## src/rtl/z80_stack_pkg.sv

```systemverilog
// Shared types and constants for the Z80 16-bit stack transfer sequencer.
package z80_stack_pkg;

    typedef enum logic [1:0] {
        StIdle,
        StXfer1,
        StXfer2,
        StFin
    } state_e;

    localparam logic OP_POP  = 1'b0;
    localparam logic OP_PUSH = 1'b1;

    localparam logic [15:0] SP_STEP = 16'h2;

endpackage

```

## src/rtl/z80_stack_sequencer.sv

```systemverilog
// Performs the two byte transfers of a 16-bit stack push or pop over a
// wait-stated memory bus, returning the popped word and the updated SP.
module z80_stack_sequencer
    import z80_stack_pkg::*;
#(
    parameter int unsigned WAIT_LIMIT = 0,
    parameter int unsigned CNT_W      = 8
) (
    input  logic        clk,
    input  logic        reset_n,
    input  logic        cmd_valid,
    output logic        cmd_ready,
    input  logic        cmd_push,
    input  logic [15:0] cmd_sp,
    input  logic [15:0] cmd_wdata,
    output logic        mem_req,
    output logic        mem_wr,
    output logic [15:0] mem_addr,
    output logic [7:0]  mem_wdata,
    input  logic [7:0]  mem_rdata,
    input  logic        mem_ack,
    output logic        done,
    output logic        err,
    output logic [15:0] rdata,
    output logic [15:0] sp_out
);

    localparam logic [CNT_W-1:0] CntOne   = CNT_W'(1);
    localparam logic [CNT_W-1:0] LimitCnt = CNT_W'(WAIT_LIMIT);

    state_e            state_q, state_d;
    logic              op_q;
    logic [15:0]       sp_q;
    logic [15:0]       wdata_q;
    logic [7:0]        lo_q;
    logic [CNT_W-1:0]  cnt_q;
    logic              err_q;
    logic [15:0]       rdata_q;
    logic [15:0]       sp_out_q;
    logic [CNT_W-1:0]  cnt_inc;
    logic              timeout;

    assign cnt_inc = cnt_q + CntOne;
    // Abort when this stalled cycle would bring the count up to the limit.
    assign timeout = (WAIT_LIMIT != 0) && (cnt_inc == LimitCnt);

    always_comb begin
        state_d   = state_q;
        cmd_ready = 1'b0;
        mem_req   = 1'b0;
        mem_wr    = 1'b0;
        mem_addr  = 16'h0000;
        mem_wdata = 8'h00;
        done      = 1'b0;
        err       = 1'b0;
        case (state_q)
            StIdle: begin
                cmd_ready = 1'b1;
                if (cmd_valid) begin
                    state_d = StXfer1;
                end
            end
            StXfer1: begin
                mem_req = 1'b1;
                mem_wr  = op_q;
                if (op_q == OP_PUSH) begin
                    mem_addr  = sp_q - 16'h1;
                    mem_wdata = wdata_q[15:8];
                end else begin
                    mem_addr = sp_q;
                end
                if (mem_ack) begin
                    state_d = StXfer2;
                end else if (timeout) begin
                    state_d = StFin;
                end
            end
            StXfer2: begin
                mem_req = 1'b1;
                mem_wr  = op_q;
                if (op_q == OP_PUSH) begin
                    mem_addr  = sp_q - SP_STEP;
                    mem_wdata = wdata_q[7:0];
                end else begin
                    mem_addr = sp_q + 16'h1;
                end
                if (mem_ack || timeout) begin
                    state_d = StFin;
                end
            end
            StFin: begin
                done    = 1'b1;
                err     = err_q;
                state_d = StIdle;
            end
            default: state_d = StIdle;
        endcase
    end

    always_ff @(posedge clk or negedge reset_n) begin
        if (!reset_n) begin
            state_q  <= StIdle;
            op_q     <= OP_POP;
            sp_q     <= 16'h0000;
            wdata_q  <= 16'h0000;
            lo_q     <= 8'h00;
            cnt_q    <= '0;
            err_q    <= 1'b0;
            rdata_q  <= 16'h0000;
            sp_out_q <= 16'h0000;
        end else begin
            state_q <= state_d;
            case (state_q)
                StIdle: begin
                    if (cmd_valid) begin
                        op_q    <= cmd_push;
                        sp_q    <= cmd_sp;
                        wdata_q <= cmd_wdata;
                        cnt_q   <= '0;
                        err_q   <= 1'b0;
                    end
                end
                StXfer1, StXfer2: begin
                    if (mem_ack) begin
                        cnt_q <= '0;
                        // Low byte is staged so a timeout in the second
                        // transfer leaves the visible rdata untouched.
                        if (op_q == OP_POP) begin
                            if (state_q == StXfer1) begin
                                lo_q <= mem_rdata;
                            end else begin
                                rdata_q <= {mem_rdata, lo_q};
                            end
                        end
                        if (state_q == StXfer2) begin
                            sp_out_q <= (op_q == OP_PUSH) ? sp_q - SP_STEP : sp_q + SP_STEP;
                        end
                    end else begin
                        cnt_q <= cnt_inc;
                        if (timeout) begin
                            err_q    <= 1'b1;
                            sp_out_q <= sp_q;
                        end
                    end
                end
                default: ;
            endcase
        end
    end

    assign rdata  = rdata_q;
    assign sp_out = sp_out_q;

endmodule

```

## config.mk

```make
export PLATFORM = sky130hd
export DESIGN_NAME = z80_stack_sequencer
export DESIGN_NICKNAME = d
export VERILOG_FILES = /design/src/rtl/z80_stack_pkg.sv /design/src/rtl/z80_stack_sequencer.sv
export SDC_FILE = /design/constraint.sdc
export NUM_CORES = 1
export LEC_CHECK = 0
export CELL_PAD_IN_SITES_DETAIL_PLACEMENT = 0
export CELL_PAD_IN_SITES_GLOBAL_PLACEMENT = 1
export CORE_ASPECT_RATIO = 0.7
export CORE_MARGIN = 8
export CORE_UTILIZATION = 39
export CTS_CLUSTER_DIAMETER = 40
export DETAILED_ROUTE_END_ITERATION = 6
export GPL_TIMING_DRIVEN = 0
export PLACE_DENSITY_LB_ADDON = 0.1
export SKIP_LAST_GASP = 1
export SYNTH_ARGS = -nofsm -noshare
export SYNTH_HDL_FRONTEND = slang
export SYNTH_SLANG_ARGS = --single-unit
export TNS_END_PERCENT = 50
```

## constraint.sdc

```tcl
create_clock -name clk -period 2.4 [get_ports clk]
set_input_delay 0.24 -clock clk [delete_from_list [all_inputs] [get_ports clk]]
set_output_delay 0.24 -clock clk [all_outputs]
set_load 0.01 [all_outputs]
```

### Yosys cells after proc, flatten, opt, wreduce, memory -nomap -nowiden

Cells that the tools add are included.

* register bits: 75
* latch bits: 0
* bits in writable memories: 0
* memory bits (read-only): 0
* output and inout port bits: 61
* logic and storage cells: 41
* memories: 0

* $add $sub $neg: 4
* $mul: 0
* divide/modulo/power cells: 0
* $lt $le $gt $ge: 0
* eq/ne operators: 6
* shift operators: 0
* mux-type cells: 15
* bitwise gates (word level): 2
* reduce and logical (&&, ||, !) cells: 7

Operators by type and width (number)
* 16-bit 2-to-1 mux: 3
* 16-bit one-hot mux with 2 select lines: 1
* 16-bit by 1-bit adder with 16-bit output (second input constant): 1
* 16-bit by 2-bit adder with 16-bit output (second input constant): 1
* 8-bit 2-to-1 mux: 2
* 8-bit one-hot mux with 2 select lines: 1
* 16-bit by 1-bit subtractor with 16-bit output (second input constant): 1
* 16-bit by 2-bit subtractor with 16-bit output (second input constant): 1
* 2-bit one-hot mux with 4 select lines: 1
* 4-bit AND reduction: 2
* 2-bit 2-to-1 mux: 3
* 2-bit inequality test (second input constant): 3
* 3-bit AND reduction: 2
* 2-bit equality test (second input constant): 2
* 1-bit 2-to-1 mux: 4
* 2-bit by 1-bit equality test with 1-bit output (second input constant): 1
* 2-bit logical NOT: 1
* 1-bit NOT: 2
* 2-bit AND reduction: 1
* 2-bit OR reduction: 1

### Longest topological paths before layout

Gate-level depths: netlist (run 1).

* depth in word-level cells: 3
* mapped depth: 9
* mapped depth without buffers: 7

### Least setup slack after synthesis (run 1)

OpenSTA, ideal clock, no wires.

* path type: register -> output
* from: reg sp_q[2]
* to: out mem_addr[13]
* arrival: 2039 ps
* data required time: 2160 ps
* path slack: 121 ps
* stages on the path, launching flop included: 10
* path buffers: 2
* cell sequence: dfrtp_1 -> buf_1 -> inv_1 -> ha_1 -> nand4bb_1 -> buf_2 -> nor4_4 -> a22o_1 -> or2_2 -> a31oi_1

* word-level cells in the longest chain between the ends: 3
* elaborated cells on any way between the ends: 6

RTL lines
* start: declaration: RTL line z80_stack_sequencer.sv:33 `logic [15:0] sp_q;`
* start signal: assignment: RTL line z80_stack_sequencer.sv:117 `sp_q <= cmd_sp;`
* 16-bit by 1-bit adder with 16-bit output (tied with other cells): RTL line z80_stack_sequencer.sv:85 `mem_addr = sp_q + 16'h1;`
* 16-bit 2-to-1 mux (on tied branches): RTL line z80_stack_sequencer.sv:81, z80_stack_sequencer.sv:66
* 16-bit one-hot mux with 2 select lines (*): RTL line z80_stack_sequencer.sv:56 `case (state_q)`
* end: declaration: RTL line z80_stack_sequencer.sv:18 `output logic [15:0] mem_addr,`

Every way passes the cells marked *; elsewhere a longest branch is shown, timed or not.

### Final worst setup path (run 1)

* from: reg sp_q[1]
* to: out mem_addr[13]

Same word-level chain as after synthesis.

==> impl_summary.md, run 1 <==
STA
Counting I/O delays and the setup requirement, the final critical path takes 2570 ps. The timing-limited maximum frequency is 389 MHz. Setup repair after global routing could not meet its margin everywhere. The post-route setup TNS is -872 ps. The final count of negative-setup-slack endpoints is 10. Hold is met by 377 ps. The final hold violation count came to 0.

The share of the clock period used by the worst path after layout is 1.07. The worst relative slew slack is 0.526. The clock arrives with 5.76 ps of skew. The number of pins with negative max-slew slack in the final report is 0. The slew at the pin with the worst max-slew slack is 710 ps. Setup slack on the critical path of the routed design comes to -171 ps.

Drt
The detailed-route wire length per cell is 20.2 microns. The count of nets left with antenna violations once routing finished came out at 0. Detailed routing inserted a total of 4,171 vias. The first-pass detailed-route iteration total is 5. The post-detailed-route via-to-cell ratio is 5.55. For this run, design rule violations remaining after detail routing come to 0. The starting DRC count in detailed routing is 292.

After detailed routing, the total wire length is 15,200 microns.

CTS
The maximum number of buffers from clock root to sink is 2. The clock tree synthesis step divided the H-tree into 3 levels. TritonCTS built the clock tree. At the later pin of the worst-skew pair, clock insertion delay measures 340 ps.

In this run the clock root is driven by a sky130_fd_sc_hd__clkbuf_16. The number of buffers inserted during clock tree synthesis is 9. Counting every sink on the clock net gives 75.

Clock-pin slew was measured on the worst setup and hold paths at 60 ps.

Flow run
The total of max-cap violations is 0.

Final layout
The total number of nets in the final design is 648. 0 antenna diodes ended up in the layout. The finished cells cover 6710 sq um. The share of post-route cells with drive strength above 1 is 0.354.

Leaving out filler cells and counting taps, the final layout contains 752. The number of fill cells is 958. Once layout is complete, the utilization of the core stands at 0.605. Relative to the synthesized area, the layout overhead comes to 50.3%.

Setup path
The largest fanout of any net on the critical path is 4. The worst-case reg-to-reg path depth is 11. The setup path with the least slack is of type flip-flop to output pin. The sort of element at the start of the critical path is a flip-flop.

Setup slack on the worst reg-to-reg path comes out at 160 ps. The arrival time of the worst setup path is 2330 ps. The worst path required time is 2160 ps.

The reg-to-reg critical path endpoint is sp_out[15]. The worst setup path is captured at an output pin. The worst register-to-register path begins at sp_q[1].

Synth
The most instantiated flip-flop cell in the synthesis netlist is sky130_fd_sc_hd__dfrtp_1. The most common cell in the synthesized netlist is sky130_fd_sc_hd__dfrtp_1. The area share of the largest cell type after synthesis is 0.420.

The commonest cells after synthesis are sky130_fd_sc_hd__dfrtp_1 (75), sky130_fd_sc_hd__mux2_2 (58), sky130_fd_sc_hd__nand2_1 (40). Synthesis produced a netlist with a net count of 497. Of all flip-flops after synthesis, the portion carrying an async set or reset was 1.00. Summing every instance area after synthesis gives 4470 sq um. Each instance of the synthesized netlist takes up on average 10.1 sq um. The number of unique standard cell types used by synthesis is 68. The portion of the post-synthesis area used by sequential elements is 0.420.

The number of flops mapped to enable cells by yosys is 0. The synthesized design spends more area on one cell type than any other, namely sky130_fd_sc_hd__dfrtp_1. The synthesis warning total is 0. By area the synthesized netlist is led by sky130_fd_sc_hd__dfrtp_1 (42%), sky130_fd_sc_hd__mux2_2 (15%), sky130_fd_sc_hd__nand2_1 (3.4%). In this run, synthesis produced a sequential element count of 75. After technology mapping, the gate count stands at 443.

Run status
The run finished, with violations left. The checks that failed: negative setup slack.

Floorplan
The area of the core is 11,100 sq um. The starting density of the core is 0.403. The top-level I/O count is 106. The die span in y is 106 microns. The initialized floorplan defines 32 standard-cell rows.

The overall die area is 15,200 sq um. The floorplan step set the die width to 144 microns.

Power and ir drop
The ratio of total power to cell area is 1470 nW/um^2. The leakage power total is 2.81 nW. Across the VDD grid, the largest voltage drop is 0.000723 V.

The overall power of the completed layout is 9.89 mW.

Place
The placed instances occupy a cell area of 5720 sq um. After legalization and detailed placement, the total HPWL measured 11,200 microns. The setup slack at placement is -887 ps. The final RePlAce weighted congestion is 0.946. Counting tap cells, the placed design contains a total of 701 instances. The number of port buffers is 104.

GRT
The total congestion overflow after global routing is 0. The via count of the first global-routing pass is 4,284. The maximum number of pins on one net before global-route repair is 46.

The global-route wire length before repair is 24,100 microns. The number of antenna violations at the first check in global routing was 0. In the global route stage, overall resource usage came out at 0.201.

Min path
The type of the worst min-delay path is input port to async pin.
[routing by layer]
metal  track usage  vias to the layer above  share of wire
met2         0.299                      169           0.44
met1         0.290                     2075           0.47
met5             0                        -              0
met4        0.0396                        0         0.0098
met3        0.0487                       19          0.079
li1              -                     1908              -
[report_power, final]
part | internal [mW] | switching, mW
logic | 2.91 | 3.18
registers | 1.90 | 0.402
clock network | 0.949 | 0.552
total | 5.76 | 4.13
[cell type report]
type / instances / area [sq um] / share of cell area
plain buffers: 34 / 273 / 0.0406
clock buffers: 10 / 239 / 0.0356
clock inverters: 6 / 95.1 / 0.0142
inverters: 11 / 66.3 / 0.00988
multi-input cells: 321 / 2640 / 0.393
flip-flops and latches: 75 / 1880 / 0.280
well taps: 153 / 191 / 0.0285
repair buffers: 142 / 1330 / 0.198
[sequential cells by signal, summed over array words and instances (netlist names)]
name	cells
rdata	16
sp_out	16
sp_q	16
wdata_q	16
lo_q	8
state_q	2
op_q	1
[timing repair]
action                     4_1_cts  5_1_grt
setup endpoints to repair       46       16
hold buffers                     1        0
pin swaps                       21       19
hold endpoints to repair        30        0
setup buffers                   28        8
gates resized for setup        150       31
[critical path, stage by stage, from the launching register on]
cell and delay, ps:
sky130_fd_sc_hd__dfrtp_1 380, sky130_fd_sc_hd__clkbuf_8 160, sky130_fd_sc_hd__inv_8 60, sky130_fd_sc_hd__ha_4 160, sky130_fd_sc_hd__nand4bb_1 120, sky130_fd_sc_hd__buf_6 160, sky130_fd_sc_hd__nor4_4 290, sky130_fd_sc_hd__a22o_1 240
sky130_fd_sc_hd__a221oi_2 70, sky130_fd_sc_hd__a31oi_1 180, sky130_fd_sc_hd__buf_2 170
[kinds of logic after synthesis]
| kind of cell | count (synthesis) | synth area share |
|---|---|---|
| xor gates and xnor gates | 24 | 0.0470 |
| muxes | 60 | 0.151 |
| AOI/OAI and AO/OA | 89 | 0.137 |
| DFF | 75 | 0.420 |
| other | 1 | 0.000839 |
| adders and majority gates | 9 | 0.0252 |
| buffers and inverters | 47 | 0.0470 |
| and+or+nand+nor | 138 | 0.172 |
[placed cells by master (no fill, tap or decap), types with 3 or more instances in the layout]
cell | Yosys | layout
sky130_fd_sc_hd__clkdlybuf4s50_1 | 0 | 79
sky130_fd_sc_hd__dfrtp_1 | 75 | 73
sky130_fd_sc_hd__mux2_2 | 58 | 58
sky130_fd_sc_hd__nand2_1 | 40 | 34
sky130_fd_sc_hd__buf_4 | 3 | 33
sky130_fd_sc_hd__nor2_1 | 27 | 24
sky130_fd_sc_hd__buf_2 | 12 | 18
sky130_fd_sc_hd__o21ai_0 | 20 | 15
sky130_fd_sc_hd__a22oi_1 | 15 | 14
sky130_fd_sc_hd__buf_6 | 1 | 13
sky130_fd_sc_hd__xnor2_1 | 14 | 13
sky130_fd_sc_hd__clkbuf_16 | 0 | 10
sky130_fd_sc_hd__xor2_1 | 10 | 9
sky130_fd_sc_hd__dlygate4sd2_1 | 0 | 9
sky130_fd_sc_hd__o21ai_1 | 5 | 8
sky130_fd_sc_hd__nand4_1 | 8 | 8
sky130_fd_sc_hd__clkbuf_8 | 0 | 7
sky130_fd_sc_hd__a21oi_1 | 9 | 7
sky130_fd_sc_hd__nor3_1 | 11 | 7
sky130_fd_sc_hd__a32oi_1 | 6 | 6
sky130_fd_sc_hd__nand2_2 | 0 | 5
sky130_fd_sc_hd__nor4_4 | 2 | 5
sky130_fd_sc_hd__and2_1 | 7 | 5
sky130_fd_sc_hd__clkbuf_1 | 16 | 5
sky130_fd_sc_hd__ha_1 | 9 | 5
sky130_fd_sc_hd__inv_1 | 11 | 4
sky130_fd_sc_hd__nor4_1 | 10 | 4
sky130_fd_sc_hd__a31oi_1 | 3 | 3
sky130_fd_sc_hd__or2_2 | 6 | 3
sky130_fd_sc_hd__and3_1 | 3 | 3
sky130_fd_sc_hd__nor4_2 | 0 | 3
sky130_fd_sc_hd__or2_4 | 0 | 3
sky130_fd_sc_hd__o22ai_1 | 3 | 3
sky130_fd_sc_hd__nand3b_1 | 3 | 3
sky130_fd_sc_hd__buf_1 | 4 | 3
sky130_fd_sc_hd__ha_4 | 0 | 3
[worst max path at each step]
stage	start	to	slack (ps)	depth (start not counted)
finish	sp_q[1]	mem_addr[13]	-170	10
global route	sp_q[1]	mem_addr[13]	-260	10
CTS	sp_q[8]	mem_addr[13]	-200	6
detailed placement	sp_q[1]	mem_addr[13]	-890	10
global placement	reset_n	wdata_q[4]	-1460	1
floorplan	sp_q[2]	mem_addr[13]	120	9
Power figures use the tool's default switching activity.
==> inputs of run 2 (changes only) <==
--- a/config.mk
+++ b/config.mk
@@ -14,6 +14,7 @@
 export DETAILED_ROUTE_END_ITERATION = 6
 export GPL_TIMING_DRIVEN = 0
 export PLACE_DENSITY_LB_ADDON = 0.1
+export RECOVER_POWER = 50
 export SKIP_LAST_GASP = 1
 export SYNTH_ARGS = -nofsm -noshare
 export SYNTH_HDL_FRONTEND = slang
==> run 2 against run 1 <==
Compared with the run above: the run ends with max-capacitance violations, max-slew violations, negative setup slack left; global-route usage stayed put; die area stayed put; count of clock-buffer cells in the layout stayed put; first-iteration DRC count is 2.4% higher; design area is 0.19% lower; routed wire length is 0.15% higher; clock power hardly changed; hold slack better by 100 ps; fmax is 0.52% lower; flip-flop and latch count stayed put; power is 0.78% lower; largest power group unchanged.
==> impl_summary.md, run 2 (synthesis results as in run 1) <==
Setup path
The type of element capturing the critical path is an output pin (unchanged). The delay contributed by the slowest stage of the critical path is 380 ps (about the same). The beginning of the worst register-to-register path is sp_q[1] (unchanged). The worst path required time is 2160 ps (about the same). The minimum setup slack among reg-to-reg paths is 130 ps (was 160 ps). The arrival time of the worst setup path was 2340 ps (was 2330 ps). The standard cell with the maximum stage delay on the critical path is sky130_fd_sc_hd__dfrtp_1 (unchanged). The largest fanout of any net on the critical path is 4 (unchanged). The category of the most critical setup path was flip-flop to output pin (unchanged).

Critical-path cell list: clkbuf_8 -> inv_8 -> ha_4 -> nand4bb_1 -> buf_6 -> nor4_4 -> a22o_1 -> a221oi_2 -> a31oi_1 -> buf_2 (unchanged). The reg-to-reg critical path endpoint is sp_out[15] (unchanged). The sort of element at the start of the critical path is a flip-flop (unchanged).

The worst-case reg-to-reg path depth is 11 (unchanged).

GRT
The overall global routing resource usage is 0.201 (unchanged). The maximum number of pins on one net before global-route repair was 46 (unchanged). The total congestion overflow after global routing is 0 (unchanged). The global-route wire length before repair is 24,100 microns (unchanged). The via count of the first global-routing pass came to 4,284 (unchanged).

The number of antenna violations at the first check in global routing was 0 (unchanged).

CTS
The clock sink count is 75 (unchanged). The clock tree from TritonCTS is yes (unchanged). The maximum number of buffers from clock root to sink came to 2 (unchanged). The number of buffers inserted during clock tree synthesis was 9 (unchanged). The insertion delay of the later-clocked pin in the worst-skew pair is 340 ps (about the same). The CTS H-tree depth is 3 (unchanged). The clock transition at the registers of the reported paths is 60 ps (about the same). The clock tree root driver cell is sky130_fd_sc_hd__clkbuf_16 (unchanged).

Min path
The worst hold path begins at sp_out[10]. Along the worst hold path, the cell count comes to 2. The type of the worst min-delay path is flip-flop to flip-flop (was input port to async pin). The endpoint with the worst hold slack is sp_out[10].

Drt
The post-detailed-route via-to-cell ratio was 5.56 (was 5.55). The starting DRC count in detailed routing came to 299 (was 292). The detailed-route DRC error count is 0 (unchanged). The number of vias in the routed layout came to 4,184 (was 4,171). The antenna violation net count after detailed routing is 0 (unchanged).

The detailed-route wire length per cell is 20.3 microns (was 20.2 microns). The first-pass detailed-route iteration total came to 6 (was 5). The final wirelength came to 15,200 microns (about the same).

STA
The worst relative slew slack is -0.145 (was 0.526). The clock period minus worst slack came to 2580 ps (was 2570 ps). The timing-limited maximum frequency is 387 MHz (was 389 MHz). The worst clock skew came to 6.19 ps (was 5.76 ps). Unrepaired setup endpoints after global routing: yes (unchanged). The final worst-path setup slack is -185 ps (was -171 ps). The final hold violation count was 0 (unchanged).

The share of the clock period used by the worst path after layout is 1.08 (was 1.07). The final count of negative-setup-slack endpoints is 12 (was 10). The number of pins with negative max-slew slack in the final report is 32 (was 0). The slew at the pin with the worst max-slew slack is 1720 ps (was 710 ps). The worst hold margin was 481 ps (was 377 ps).

Power and ir drop
The maximum vdd ir drop is 0.000719 V (was 0.000723 V). The ratio of total power to cell area is 1460 nW/um^2 (was 1470 nW/um^2). The leakage power total was 2.83 nW (was 2.81 nW).

Final layout
The most frequent standard cell in the layout excluding fill and tap cells was sky130_fd_sc_hd__dfrtp_1 (was sky130_fd_sc_hd__clkdlybuf4s50_1). The final instance count without filler cells was 752 (unchanged). The total inserted antenna cells is 0 (unchanged).

The total number of nets in the final design is 648 (unchanged). The signed area change from the synthesized netlist to the final layout is 50.0% (was 50.3%). The share of post-route cells with drive strength above 1 is 0.351 (was 0.354). The number of fill cells is 957 (was 958).

Commonest cells after routing, fill and taps aside: sky130_fd_sc_hd__dfrtp_1 (73), sky130_fd_sc_hd__clkdlybuf4s50_1 (59), sky130_fd_sc_hd__mux2_2 (58) (was sky130_fd_sc_hd__clkdlybuf4s50_1 (79), sky130_fd_sc_hd__dfrtp_1 (73), sky130_fd_sc_hd__mux2_2 (58)).

Place
The placed wire-length estimate is 11,200 microns (unchanged). The number of port buffers is 104 (unchanged). The number of placed instances with taps included was 701 (unchanged).

The final RePlAce weighted congestion came to 0.946 (unchanged).

Floorplan
The cell row count is 32 (unchanged). The top-level I/O count is 106 (unchanged). The die span in y was 106 microns (unchanged).

The horizontal extent of the die is 144 microns (unchanged). The area of the core is 11,100 sq um (unchanged). The overall die area is 15,200 sq um (unchanged). The starting density of the core came to 0.403 (unchanged).

Flow run
The total of max-cap violations was 1 (was 0).

Run status
Failing checks: max-capacitance violations, max-slew violations, negative setup slack (was negative setup slack). Status: finished with violations (unchanged).
## run 2: cell types whose count changed in the layout (fill, tap and decap cells not counted)
cell                              before  now
sky130_fd_sc_hd__inv_1                 4    5
sky130_fd_sc_hd__dlygate4sd3_1         1   21
sky130_fd_sc_hd__buf_12                2    1
sky130_fd_sc_hd__buf_4                33   32
sky130_fd_sc_hd__inv_2                 2    1
sky130_fd_sc_hd__clkdlybuf4s50_1      79   59
sky130_fd_sc_hd__buf_6                13   14
sky130_fd_sc_hd__clkbuf_1              5    6
## run 2: stage by stage
step            util  area [sq um]  power (mW)  setup slack, ps  setup TNS, ps
3_3_place_gp   0.514          5700        7.35            -1460        -119370
3_5_place_dp   0.516          5720        7.46             -887         -11980
5_1_grt        0.604          6700        10.4             -263          -2110
4_1_cts        0.589          6540        9.64             -197           -763
6_report       0.604          6700        9.81             -185           -954
2_1_floorplan      -          4470        5.24              121              0
## run 2: routing by layer
metal  up-vias  part of all wire  GRT usage
met5         -                 0          0
met4         0            0.0097     0.0396
met3        18             0.084     0.0487
met2       172              0.44      0.299
met1      2085              0.47      0.290
li1       1909                 -          -
## run 2: layout make-up
type / count / area [sq um] / share of cell area
flip-flops and latches: 75 / 1880 / 0.280
multi-input cells: 321 / 2640 / 0.394
repair buffers: 142 / 1320 / 0.197
clock inverters: 6 / 95.1 / 0.0142
well taps: 153 / 191 / 0.0286
plain buffers: 34 / 273 / 0.0407
clock buffers: 10 / 239 / 0.0357
inverters: 11 / 66.3 / 0.00990
## run 2: critical path: cells and delay by family, from the launching register on
| kind | cells | cell delay, ps |
|---|---|---|
| compound gates | 3 | 500 |
| fa+ha+maj | 1 | 160 |
| buf+inv | 4 | 550 |
| flops | 1 | 380 |
| simple gates | 2 | 420 |
## run 2: timing repair
| action | in CTS | in global routing |
|---|---|---|
| pin swaps | 21 | 19 |
| gates resized for setup | 150 | 31 |
| endpoints found under the hold margin | 30 | 0 |
| setup buffers | 28 | 8 |
| hold buffers | 1 | 0 |
| setup endpoints to repair | 46 | 16 |
## run 2: worst max path at each step
stage                        from           end  slack (ps)  depth (start not counted)
final                     sp_q[1]  mem_addr[13]        -180                         10
after global routing      sp_q[1]  mem_addr[13]        -260                         10
after CTS                 sp_q[8]  mem_addr[13]        -200                          6
after detailed placement  sp_q[1]  mem_addr[13]        -890                         10
after global placement    reset_n    wdata_q[4]       -1460                          1
after floorplan           sp_q[2]  mem_addr[13]         120                          9
## run 2: power by group
part | switching, mW | leakage, nW | internal (mW) | total, mW
logic | 3.17 | 1.76 | 2.84 | 6.02
clock network | 0.553 | 0.164 | 0.949 | 1.50
registers | 0.394 | 0.905 | 1.90 | 2.29
